## config.mk

```make
export PLATFORM = sky130hd
export DESIGN_NAME = meter_countdown_ctrl
export DESIGN_NICKNAME = d
export VERILOG_FILES = /design/src/rtl/meter_countdown_ctrl.sv
export SDC_FILE = /design/constraint.sdc
export NUM_CORES = 1
export LEC_CHECK = 0
export CORE_MARGIN = 1.5
export CORE_UTILIZATION = 50
export DETAILED_ROUTE_END_ITERATION = 8
export MAX_ROUTING_LAYER = met4
export PLACE_DENSITY = 0.73
export SLEW_MARGIN = 20
export SYNTH_ARGS = -nofsm -noshare
export SYNTH_HDL_FRONTEND = slang
export SYNTH_SLANG_ARGS = --single-unit
```

## constraint.sdc

```tcl
create_clock -name clk -period 10 [get_ports clk]
set_clock_uncertainty 0.2 [all_clocks]
set_input_delay 1.5 -clock clk [delete_from_list [all_inputs] [get_ports clk]]
set_output_delay 1.5 -clock clk [all_outputs]
set_load 0.02 [all_outputs]
```

## src/rtl/meter_countdown_ctrl.sv

```systemverilog
// rtl/meter_countdown_ctrl.sv - parking meter countdown sequencer with display-mode FSM and blink control
module meter_countdown_ctrl #(
  parameter int MAX_TIME   = 9999,
  parameter int LOW_THRESH = 180,
  parameter int ADD0       = 60,
  parameter int ADD1       = 120,
  parameter int ADD2       = 180,
  parameter int ADD3       = 300,
  parameter int PRESET0    = 10,
  parameter int PRESET1    = 205
) (
  input  logic        clk,
  input  logic        rst_n,
  input  logic        tick_1hz,
  input  logic        tick_2hz,
  input  logic [3:0]  add_p,
  input  logic [1:0]  preset_p,
  output logic [13:0] time_left,
  output logic [1:0]  mode,
  output logic        disp_on,
  output logic        expire_p
);

  localparam logic [1:0] MODE_NORMAL  = 2'b00;
  localparam logic [1:0] MODE_LOW     = 2'b01;
  localparam logic [1:0] MODE_EXPIRED = 2'b10;

  logic        phase;
  logic        blink_div;

  logic [13:0] time_nxt;
  logic [1:0]  mode_nxt;
  logic        expire_nxt;
  logic        phase_nxt;
  logic        div_nxt;
  logic        dec;
  logic [14:0] add_amt;
  logic [14:0] add_sum;

  // State register: counter, display mode, blink phase/divider and expiry pulse
  always_ff @(posedge clk or negedge rst_n) begin
    if (!rst_n) begin
      time_left <= '0;
      mode      <= MODE_EXPIRED;
      phase     <= 1'b1;
      blink_div <= 1'b0;
      expire_p  <= 1'b0;
    end else begin
      time_left <= time_nxt;
      mode      <= mode_nxt;
      phase     <= phase_nxt;
      blink_div <= div_nxt;
      expire_p  <= expire_nxt;
    end
  end

  // Next-state: arbitrate commands, update the saturating counter, derive mode and blink
  always_comb begin
    dec        = tick_1hz && (time_left != 14'd0);
    add_amt    = '0;
    add_sum    = '0;
    time_nxt   = time_left;
    expire_nxt = 1'b0;

    // Lowest-index add wins; losers in the same cycle are simply dropped.
    if (add_p[0])      add_amt = 15'(ADD0);
    else if (add_p[1]) add_amt = 15'(ADD1);
    else if (add_p[2]) add_amt = 15'(ADD2);
    else if (add_p[3]) add_amt = 15'(ADD3);

    if (preset_p[0]) begin
      time_nxt = 14'(PRESET0);
    end else if (preset_p[1]) begin
      time_nxt = 14'(PRESET1);
    end else if (add_p != 4'b0000) begin
      // Widened sum so that the saturation compare never sees a wrapped value.
      add_sum  = {1'b0, time_left} - {14'd0, dec} + add_amt;
      time_nxt = (add_sum > 15'(MAX_TIME)) ? 14'(MAX_TIME) : add_sum[13:0];
    end else begin
      time_nxt   = time_left - {13'd0, dec};
      expire_nxt = dec && (time_left == 14'd1);
    end

    if (time_nxt == 14'd0)                   mode_nxt = MODE_EXPIRED;
    else if (time_nxt < 14'(LOW_THRESH))     mode_nxt = MODE_LOW;
    else                                     mode_nxt = MODE_NORMAL;

    phase_nxt = phase;
    div_nxt   = blink_div;
    if (mode_nxt != mode) begin
      // Every mode change starts lit with a fresh divider.
      phase_nxt = 1'b1;
      div_nxt   = 1'b0;
    end else begin
      case (mode)
        MODE_LOW: begin
          if (tick_2hz) phase_nxt = ~phase;
        end
        MODE_EXPIRED: begin
          if (tick_2hz) begin
            div_nxt = ~blink_div;
            if (blink_div) phase_nxt = ~phase;
          end
        end
        default: begin
          phase_nxt = 1'b1;
          div_nxt   = 1'b0;
        end
      endcase
    end
  end

  // Output decode: NORMAL is always lit, other modes follow the blink phase
  always_comb begin
    disp_on = (mode == MODE_NORMAL) ? 1'b1 : phase;
  end

endmodule

```

# Word level (Yosys, flattened, before mapping)
# Cells that the tools add are included.
# word_totals
elab_cells	50
out_inout_bits	18
register_bits	19
input_bits	10
# classes
n_bitwise	2
mux	22
reduce_logical	8
addsub	3
eq_ne	8
order_cmp	2
# op_table
op	n
14-bit 2-to-1 mux	4
9-bit 2-to-1 mux	3
15-bit adder	1
15-bit by 14-bit > comparator with 1-bit output, second input constant	1
15-bit 2-to-1 mux	1
14-bit by 1-bit subtractor with 15-bit output	1
14-bit by 1-bit == test with 1-bit output, second input constant	1
14-bit logical NOT	1
14-bit by 8-bit less-than comparator with 1-bit output, second input constant	1
14-bit nonzero test	1
14-bit by 1-bit subtractor with 14-bit output	1
1-bit 2-to-1 mux	11
3-bit != test, second input constant	3
1-bit case mux with 2 select lines	2
4-bit nonzero test	1
3-bit AND reduction	1
2-bit by 1-bit == test with 1-bit output, second input constant	1
2-bit == test, second input constant	1
1-bit logical AND	2
2-bit logical NOT	1
2-bit 2-to-1 mux	1
2-bit != test	1
2-bit != test, second input constant	1
1-bit inverter	2
2-bit AND reduction	1

# Logic depth before layout (Yosys ltp)
# Gate-level depths: netlist of the first run.
# logic_depth
depth_word	16
ltp_mapped	19
ltp_nobuf	19

# Worst setup path before layout of the first run
# OpenSTA, ideal clock, no wires.
# synth_timing
path_kind	input to register
start	in add_p[0]
end	reg blink_div
required_ps	9734
n_path_buf	1
arrival_time_ps	5587
setup_ps	66
stages	18
setup_slack_ps	4147
cell_sequence	nor3_1 > nand2b_1 > clkinv_1 > buf_1 > ha_1 > inv_1 > ha_1 > a21o_1 > a22o_1 > o311ai_4 > nand2b_2 > o32a_2 > o2111ai_4 > a41oi_2 > or4_4 > or3_4 > nor4_4 > o31a_1
# synth_between
elab_chain_cells	13
elab_cells_between_ends	17
cone_classes	1 x add/sub; 2 x order compare; 3 x eq/ne; 8 x mux; 3 x reduce/logical
# synth_rtl
item	line_no	source
start, declared	16	input logic [3:0] add_p,
15-bit 2-to-1 mux	66	if (add_p[0]) add_amt = 15'(ADD0);
15-bit adder	77	add_sum = {1'b0, time_left} - {14'd0, dec} + add_amt;
15-bit by 14-bit > comparator with 1-bit output	78	time_nxt = (add_sum > 15'(MAX_TIME)) ? 14'(MAX_TIME) : add_sum[13:0];
14-bit 2-to-1 mux	78	
14-bit 2-to-1 mux (*)	75	end else if (add_p != 4'b0000) begin
14-bit 2-to-1 mux (*)	73	end else if (preset_p[1]) begin
14-bit 2-to-1 mux (*)	71	if (preset_p[0]) begin
via time_nxt[8]	31	logic [13:0] time_nxt;
14-bit by 8-bit less-than comparator with 1-bit output	85	else if (time_nxt < 14'(LOW_THRESH)) mode_nxt = MODE_LOW;
1-bit 2-to-1 mux	85	
2-bit 2-to-1 mux (*)	84	if (time_nxt == 14'd0) mode_nxt = MODE_EXPIRED;
2-bit != test (*)	90	if (mode_nxt != mode) begin
3-bit != test (no source line) or 2-bit != test (tied branches)	n/a	
2-bit AND reduction (no source line)	n/a	
end signal, assigned	52	blink_div <= div_nxt;
end, declared	29	logic blink_div;
# The timed path passes the listed nets; every way through them passes the cells marked *.
# A chain may end at the register's enable or synchronous reset.

# Final worst setup path of the first run
# layout_timing
start	in add_p[1]
end	reg blink_div
# layout_between
elab_chain_cells	14
elab_cells_between_ends	18
cone_classes	1 x add/sub; 2 x order compare; 3 x eq/ne; 9 x mux; 3 x reduce/logical
# layout_rtl
item	line_no	source
9-bit 2-to-1 mux	67	else if (add_p[1]) add_amt = 15'(ADD1);
15-bit 2-to-1 mux	66	
15-bit adder	77	
15-bit by 14-bit > comparator with 1-bit output	78	
14-bit 2-to-1 mux	78	
14-bit 2-to-1 mux (*)	75	
14-bit 2-to-1 mux (*)	73	
14-bit 2-to-1 mux (*)	71	
14-bit by 8-bit less-than comparator with 1-bit output	85	
1-bit 2-to-1 mux	85	
2-bit 2-to-1 mux (*)	84	
2-bit != test (*)	90	
3-bit != test (no source line) or 2-bit != test (tied branches)	n/a	
2-bit AND reduction (no source line)	n/a	
# Every way passes the cells marked *; elsewhere a longest branch is shown, timed or not.

==> results of run 1 <==
-- metal layers --
metal	up-vias	wire length, um
met5	-	0
met4	0	0
met3	0	260
met2	56	2785
met1	1050	2643
li1	1111	-
-- cell usage in the layout, fill, tap and decap left out, drive strengths merged, types with 3 or more instances in the layout --
cell           synthesis  routed
nor4                   3       3
nand2                 19      19
nand3                 12      12
or2                    4       4
o31a                   3       3
nor3                  10      10
nor2                  23      23
clkbuf                 2       3
or4                    3       3
and2                   4       4
nand4                  8       8
inv                   37      37
o211ai                 6       6
o21ai                 12      12
xnor2                 17      17
and4                   3       3
o21a                   4       4
nand2b                 5       5
a211oi                 3       3
a21o                   5       5
dfrtp                 17      17
clkdlybuf4s50          0      27
o21bai                 3       3
a21oi                 22      22
o31ai                  4       4
ha                    30      30
-- worst paths after layout --
check	from	to	slack, ns	cells after the start
min in group asynchronous	rst_n	time_left[12]	1.51	1
max in group asynchronous	rst_n	time_left[5]	7.58	1
hold / removal	phase	phase	0.39	3
setup reg to reg	time_left[4]	blink_div	4.44	19
hold reg to reg	phase	phase	0.39	3
setup / recovery	add_p[1]	blink_div	3.06	18
-- sequential cells by signal, summed over array words and instances (netlist names) --
signal / flops
mode: 2
blink_div: 1
time_left: 14
expire_p: 1
phase: 1
-- critical path: stages --
cell and delay, ns:
clkdlybuf4s50_1 0.54, nor3_1 0.10, nand2b_1 0.33, clkinv_1 0.48
ha_1 0.44, inv_1 0.04, ha_1 0.36, a21o_1 0.23
a221oi_1 0.42, a21oi_1 0.15, a31oi_1 0.22, xnor2_1 0.25
o2111ai_4 0.25, a21oi_1 0.48, o21ai_0 0.22, a2111oi_2 0.50
and4_1 0.28, o31a_1 0.14
-- metrics by stage --
stage | std cells | hold WS, ns | cell area (um^2) | worst slack, ns | util [%]
floorplan | 295 | 0.3529 | 2352 | 4.147 | -
global placement | 366 | 0.3886 | 2649 | 3.078 | 59.60
detailed placement | 366 | 0.3755 | 2649 | 2.870 | 59.60
CTS | 370 | 0.3932 | 2695 | 3.098 | 60.64
global route | 370 | 0.4345 | 2695 | 2.498 | 60.64
finish | 370 | 0.3906 | 2695 | 3.055 | 60.64
-- layout make-up --
| type | instances | area [um^2] | share of cell area (%) |
|---|---|---|---|
| Sequential cell | 19 | 478.0 | 17.73 |
| Clock inverter | 1 | 5.005 | 0.1857 |
| Inverter | 38 | 142.6 | 5.292 |
| Clock buffer | 3 | 41.29 | 1.532 |
| Timing Repair Buffer | 27 | 270.3 | 10.03 |
| Tap cell | 52 | 65.06 | 2.414 |
| Multi-Input combinational cell | 230 | 1693 | 62.81 |
-- cell families after synthesis --
kind of cell	after synthesis	share of synthesized area, %
simple gates	101	22.98
buf+inv	46	7.713
flops	19	20.32
xor+xnor	17	6.330
compound gates	80	25.37
mux	1	0.4787
fa+ha+maj	31	16.81
==> impl_metrics.csv, run 1 <==
group,metric,value,unit
run_status,status,"finished clean",
clocking,path_clk_slew,0.07,ns
clocking,clock_sinks,19,
clocking,cts_made_buffers,3,
timing,period_needed,6.945,ns
floorplan,die_y,71.59,um
synthesis,yosys-top-cells-area,"dfrtp_1 (18%), ha_1 (16%), xnor2_1 (6.3%), inv_1 (5.9%), a21oi_1 (4.7%)",
synthesis,synthArstFlopShare,100.0,%
synthesis,synth_ff_type,"dfrtp_1",
synthesis,synth_top_area_share,18.09,%
timing,final.setup.tns,0,ns
floorplan,rows,24,
clocking,cts_tree,"built",
layout,fill_cells,449,
drt,wl_per_cell,15.37,um
layout,diodes,0,
drt,dr.pass1.iters,7,
timing,setup_viol,0,
synthesis,synth_commonest_cells,"inv_1 (37), ha_1 (30), nor2_1 (23)",
grt,groute.usage.overall,24.64,%
synthesis,synth.most_common_cell,"inv_1",
timing,max_freq,144.0,MHz
grt,antenna_found_initial,0,
worst_hold_path,hold_class,"flip-flop to flip-flop",
floorplan,coreArea,0.004444,mm^2
grt,grt_pass1_vias,2143,
drt,routed-via-count,2217,
synthesis,syn_avg_cell_area,7.974,um^2
synthesis,synthesis.area,0.002352,mm^2
layout,drive_gt1_share,7.547,%
synthesis,ys.warnings.count,0,
grt,grt_pass1_wl,9.894,mm
run,drv_cap,0,
critical_path,crit_fanout,17,
layout,nets,360,
clocking,cts_buffer_depth,2,
placement,io_buffers,27,
grt,met2_usage,42.06,%
synthesis,ys_types,57,
synthesis,seq_area_frac_synth,20.32,%
synthesis,syn-num-nets,336,
timing,hold_violations,0,
floorplan,start_util,52.93,%
synthesis,synth-edff-count,0,
timing,rsz0062_at_grt,"false",
clocking,ctsHoldBuffers,0,
drt,drt-vias-per-instance,5.992,
critical_path,crit_arrival,6.94,ns
critical_path,crit_required,10.00,ns
placement,gp_congestion,0.8897,
clocking,cts-root-buf,"clkbuf_8",
grt,use_met3,3.376,%
clocking,ctsHtreeMaxLevel,1,
floorplan,die-area,0.005125,mm^2
synthesis,ys_ff_latch,19,
grt,grt_max_degree,20,
timing,slew_viol_final,0,
drt,drt-initial-drc-count,123,
floorplan,dieWidth,71.59,um
clocking,postCtsSetupBuffers,0,
drt,drc,0,
timing,tightest_slew,0.8105,ns
critical_path,start_kind,"input port",
grt,top_usage_layer,"met2",
critical_path,path_class,"input port to flip-flop",
timing,finalCritPeriodShare,69.45,%
synthesis,netlist_instances,295,
drt,drt-total-wl,5.688,mm
grt,grt_overflow,0,
clocking,cts-resized-gates,0,
clocking,clk_latency,0.25,ns
synthesis,synth_top_area_cell,"dfrtp_1",
placement,hpwl,4.687,mm
drt,ant_nets,0,
layout,area_delta_synth_final,14.57,%
floorplan,pin_count,28,
grt,use_met1,33.13,%
timing,slew-limit-headroom,45.80,%
critical_path,cp-end-kind,"flip-flop",
Power of run 1 is not shown: default switching activity piles up to over one toggle a cycle in this logic, so the estimate is an artifact.
==> run 2: changes to the inputs <==
==> constraint.sdc (replaced) <==
create_clock -name clk -period 6.6 [get_ports clk]
set_clock_uncertainty 0.2 [all_clocks]
set_input_delay 0.99 -clock clk [delete_from_list [all_inputs] [get_ports clk]]
set_output_delay 0.99 -clock clk [all_outputs]
set_load 0.02 [all_outputs]
==> impl_metrics.csv, run 2 (synthesized netlist as in run 1, its figures left out) <==
group,metric,value,unit
timing,period_needed,5.774,ns
critical_path,slowest_delay,0.48,ns
critical_path,crit_fanout,12,
grt,grt_pass1_wl,9.729,mm
critical_path,regToRegSetupSlack,1.14,ns
timing,finalCritPeriodShare,87.48,%
clocking,cts_made_buffers,3,
critical_path,rr_startpoint,"time_left[4]",
critical_path,crit_slowest_cell,"a2111oi_2",
critical_path,path_class,"input port to flip-flop",
floorplan,dieWidth,71.59,um
worst_hold_path,holdPathStages,3,
critical_path,crit_required,6.54,ns
grt,antenna_found_initial,0,
floorplan,pin_count,28,
floorplan,die_y,71.59,um
critical_path,cp-end-kind,"flip-flop",
critical_path,path_cells,"clkdlybuf4s50_1, nor3_1, nand2b_1, buf_4, clkinv_1, ha_1, inv_1, ha_1, a21o_1, a221oi_1, a21oi_1, a31oi_1, xnor2_1, o2111ai_4, a21oi_1, o21ai_0, a2111oi_2, nor3_1, o31a_1",
layout,final_cell_mix,"inv_1 (37), ha_1 (30), clkdlybuf4s50_1 (27)",
clocking,cts-root-buf,"clkbuf_8",
layout,regMostFlops,"time_left",
drt,drt-initial-drc-count,147,
critical_path,start_kind,"input port",
placement,hpwl,4.531,mm
critical_path,crit_arrival,5.72,ns
layout,diodes,0,
run_status,failed_checks,"design-rule violations",
grt,groute.usage.overall,24.10,%
worst_hold_path,min_from,"phase",
layout,top_regs,"time_left (14), mode (2)",
clocking,postCtsSetupBuffers,0,
critical_path,r2r_end,"blink_div",
worst_hold_path,hold_class,"flip-flop to flip-flop",
layout,nets,362,
drt,drc,2,
clocking,clock_sinks,19,
clocking,path_clk_slew,0.07,ns
worst_hold_path,min_to,"phase",
grt,grt_pass1_vias,2073,
placement,io_buffers,27,
drt,wl_per_cell,14.93,um
drt,routed-via-count,2195,
floorplan,rows,24,
clocking,cts-resized-gates,0,
layout,utilization,60.98,%
drt,dr.pass1.iters,6,
clocking,ctsHoldBuffers,0,
clocking,cts_buffer_depth,2,
critical_path,rr_worst_depth,19,
placement,gp_congestion,0.9365,
clocking,ctsHtreeMaxLevel,1,
timing,rsz0062_at_grt,"false",
clocking,cts_tree,"built",
layout,final_common_cell,"inv_1",
run,drv_cap,0,
timing,slew_viol_final,0,
timing,tightest_slew,0.8191,ns
timing,fin_ws,0.8261,ns
timing,hold_violations,0,
placement,place_ws,0.6100,ns
floorplan,die-area,0.005125,mm^2
run_status,status,"finished with violations",
timing,max_freq,173.2,MHz
grt,grt_max_degree,20,
critical_path,critPathBufInv,4,
layout,drive_gt1_share,8.125,%
layout,largest_register_ffs,14,
clocking,clk_latency,0.25,ns
drt,drt-vias-per-instance,5.901,
grt,grt_overflow,0,
critical_path,path_delay_family,"compound AO/OA/AOI/OAI gates",
floorplan,coreArea,0.004444,mm^2
timing,worst_hold_slack,0.4191,ns
layout,area_delta_synth_final,15.21,%
timing,final.setup.tns,0,ns
timing,setup_viol,0,
floorplan,start_util,52.93,%
timing,slew-limit-headroom,45.22,%
drt,ant_nets,0,
drt,drt-total-wl,5.553,mm
[run 2: changes by cell type in the layout (fill, tap and decap cells not counted), sizes merged]
cell / delta
buf: +2
[run 2: cell type report]
type / instances / area [um^2]
sequential: 19 / 478.0
clock inverter: 1 / 5.005
multi-input combinational: 230 / 1693
tap: 52 / 65.06
timing repair buffer: 29 / 285.3
inverter: 38 / 142.6
clock buffer: 3 / 41.29
fill: 410 / 1734
[run 2: metrics by stage]
step                      std cells  instance area [um^2]
final                           372                  2710
after global routing            372                  2710
after CTS                       372                  2710
after detailed placement        368                  2664
after global placement          368                  2664
after floorplan                 295                  2352
[run 2: tightest hold or removal path, cell delays in order, from the launching register on]
cell and delay [ns]:
dfstp_2 0.37, nand3_1 0.05, o21ai_0 0.09, o31ai_1 0.07
[run 2: worst max-delay path by stage]
stage | startpoint | end | slack (ns) | depth (start not counted)
after floorplan | add_p[0] | blink_div | 1.26 | 18
after global placement | add_p[0] | blink_div | 0.79 | 19
after detailed placement | add_p[0] | blink_div | 0.61 | 19
after CTS | add_p[0] | blink_div | 0.86 | 19
after global routing | add_p[0] | blink_div | 0.29 | 19
final | add_p[0] | blink_div | 0.83 | 19
[run 2: metal layers]
layer / global-route usage (%) / wire length, um / share of wire [%]
met1: 34.27 / 2611 / 47
met2: 38.11 / 2633 / 47
met3: 3.235 / 258 / 4.6
met4: 2.725 / 50 / 0.90
met5: - / 0 / 0
Power of run 2 is left out for the same reason.
==> run 3: changes to the inputs <==
--- a/config.mk
+++ b/config.mk
@@ -6,11 +6,12 @@
 export NUM_CORES = 1
 export LEC_CHECK = 0
 export CORE_MARGIN = 1.5
-export CORE_UTILIZATION = 50
+export CORE_UTILIZATION = 30
 export DETAILED_ROUTE_END_ITERATION = 8
 export MAX_ROUTING_LAYER = met4
-export PLACE_DENSITY = 0.73
+export REMOVE_ABC_BUFFERS = 1
 export SLEW_MARGIN = 20
 export SYNTH_ARGS = -nofsm -noshare
 export SYNTH_HDL_FRONTEND = slang
 export SYNTH_SLANG_ARGS = --single-unit
+export TNS_END_PERCENT = 50
==> impl_metrics.csv, run 3 (synthesized netlist as in run 1, its figures left out) <==
group,metric,value,unit
critical_path,crit_slowest_cell,"a2111oi_2",
layout,regMostFlops,"time_left",
grt,grt_overflow,0,
layout,top_regs,"time_left (14), mode (2)",
layout,fin_area,0.002773,mm^2
clocking,cts-root-buf,"clkbuf_8",
layout,nets,362,
clocking,path_clk_slew,0.07,ns
layout,final_cell_mix,"inv_1 (37), ha_1 (30), clkdlybuf4s50_1 (27)",
clocking,ctsHoldBuffers,0,
timing,setup_viol,0,
drt,drt-total-wl,5.863,mm
grt,grt_max_degree,20,
drt,routed-via-count,2188,
layout,largest_register_ffs,14,
drt,wl_per_cell,13.89,um
timing,slew-limit-headroom,41.99,%
timing,finalCritPeriodShare,87.21,%
drt,ant_nets,0,
critical_path,path_cells,"clkdlybuf4s50_1, nor3_1, nand2b_1, buf_4, clkinv_1, ha_1, inv_1, ha_1, a21o_1, a221oi_1, a21oi_1, a31oi_1, xnor2_1, o2111ai_4, a21oi_1, o21ai_0, a2111oi_2, nor3_1, o31a_1",
critical_path,cp-end-kind,"flip-flop",
layout,drive_gt1_share,8.125,%
placement,hpwl,4.895,mm
layout,diodes,0,
clocking,ctsHtreeMaxLevel,1,
floorplan,coreArea,0.007647,mm^2
clocking,clk_latency,0.26,ns
timing,max_freq,173.7,MHz
critical_path,path_delay_family,"compound AO/OA/AOI/OAI gates",
timing,period_needed,5.756,ns
placement,place_area,0.002726,mm^2
timing,fin_ws,0.8440,ns
floorplan,dieWidth,91.55,um
grt,grt_pass1_vias,2052,
drt,drt-initial-drc-count,114,
placement,place_ws,0.5826,ns
placement,gp_congestion,0.9044,
clocking,postCtsSetupBuffers,0,
critical_path,slowest_delay,0.48,ns
clocking,cts-resized-gates,0,
clocking,clock_sinks,19,
grt,grt_pass1_wl,9.832,mm
timing,final.setup.tns,0,ns
clocking,cts_tree,"built",
grt,antenna_found_initial,0,
timing,slew_viol_final,0,
floorplan,pin_count,28,
timing,rsz0062_at_grt,"false",
drt,dr.pass1.iters,4,
layout,area_delta_synth_final,17.87,%
timing,tightest_slew,0.8674,ns
critical_path,crit_fanout,12,
critical_path,start_kind,"input port",
worst_hold_path,hold_class,"flip-flop to flip-flop",
placement,io_buffers,27,
critical_path,crit_arrival,5.70,ns
run_status,status,"finished clean",
grt,groute.usage.overall,14.71,%
floorplan,die-area,0.008381,mm^2
floorplan,start_util,30.76,%
clocking,cts_buffer_depth,2,
layout,fill_cells,789,
drt,drt-vias-per-instance,5.185,
clocking,cts_made_buffers,3,
critical_path,crit_required,6.55,ns
floorplan,die_y,91.55,um
timing,hold_violations,0,
drt,drc,0,
layout,final_common_cell,"inv_1",
run,drv_cap,0,
floorplan,rows,32,
critical_path,path_class,"input port to flip-flop",
critical_path,critPathBufInv,4,
-- run 3: cell counts in the layout (fill, tap and decap cells not counted) --
Identical to the previous run, type by type.
-- run 3: layer usage --
layer	up-vias	GRT usage [%]	routed length, um
met5	-	-	0
met3	10	2.010	238
li1	1106	-	-
met4	0	2.734	70
met1	1023	19.36	2799
met2	49	24.19	2755
-- run 3: per-stage QoR --
stage	cells	hold slack (ns)	utilization (%)
finish	422	0.3949	36.26
global route	422	0.4156	36.26
CTS	422	0.4012	36.26
detailed placement	418	0.3862	35.65
global placement	418	0.3960	35.65
floorplan	287	0.3529	-
-- run 3: cell type report --
class	instances	area [um^2]	area share (%)
multi-input cells	230	1693	61.06
clock inverters	1	5.005	0.1805
flip-flops and latches	19	478.0	17.24
clock buffers	3	41.29	1.489
repair buffers	29	285.3	10.29
inverters	38	142.6	5.144
well taps	102	127.6	4.603
-- run 3: path summary, 6_finish.rpt --
check	slack, ns	from	cells past startpoint	endpoint
max	0.84	add_p[0]	19	blink_div
min	0.39	time_left[0]	2	expire_p
max reg2reg	1.04	time_left[4]	19	blink_div
min reg2reg	0.39	time_left[0]	2	expire_p
max in group asynchronous	4.64	rst_n	1	time_left[3]
min in group asynchronous	1.02	rst_n	1	blink_div
-- run 3: worst min-delay path, delay by kind of cell (launching register included) --
kind / cells / cell delay (ns)
simple gates: 2 / 0.15
flops: 1 / 0.41
Power of run 3 is left out for the same reason.
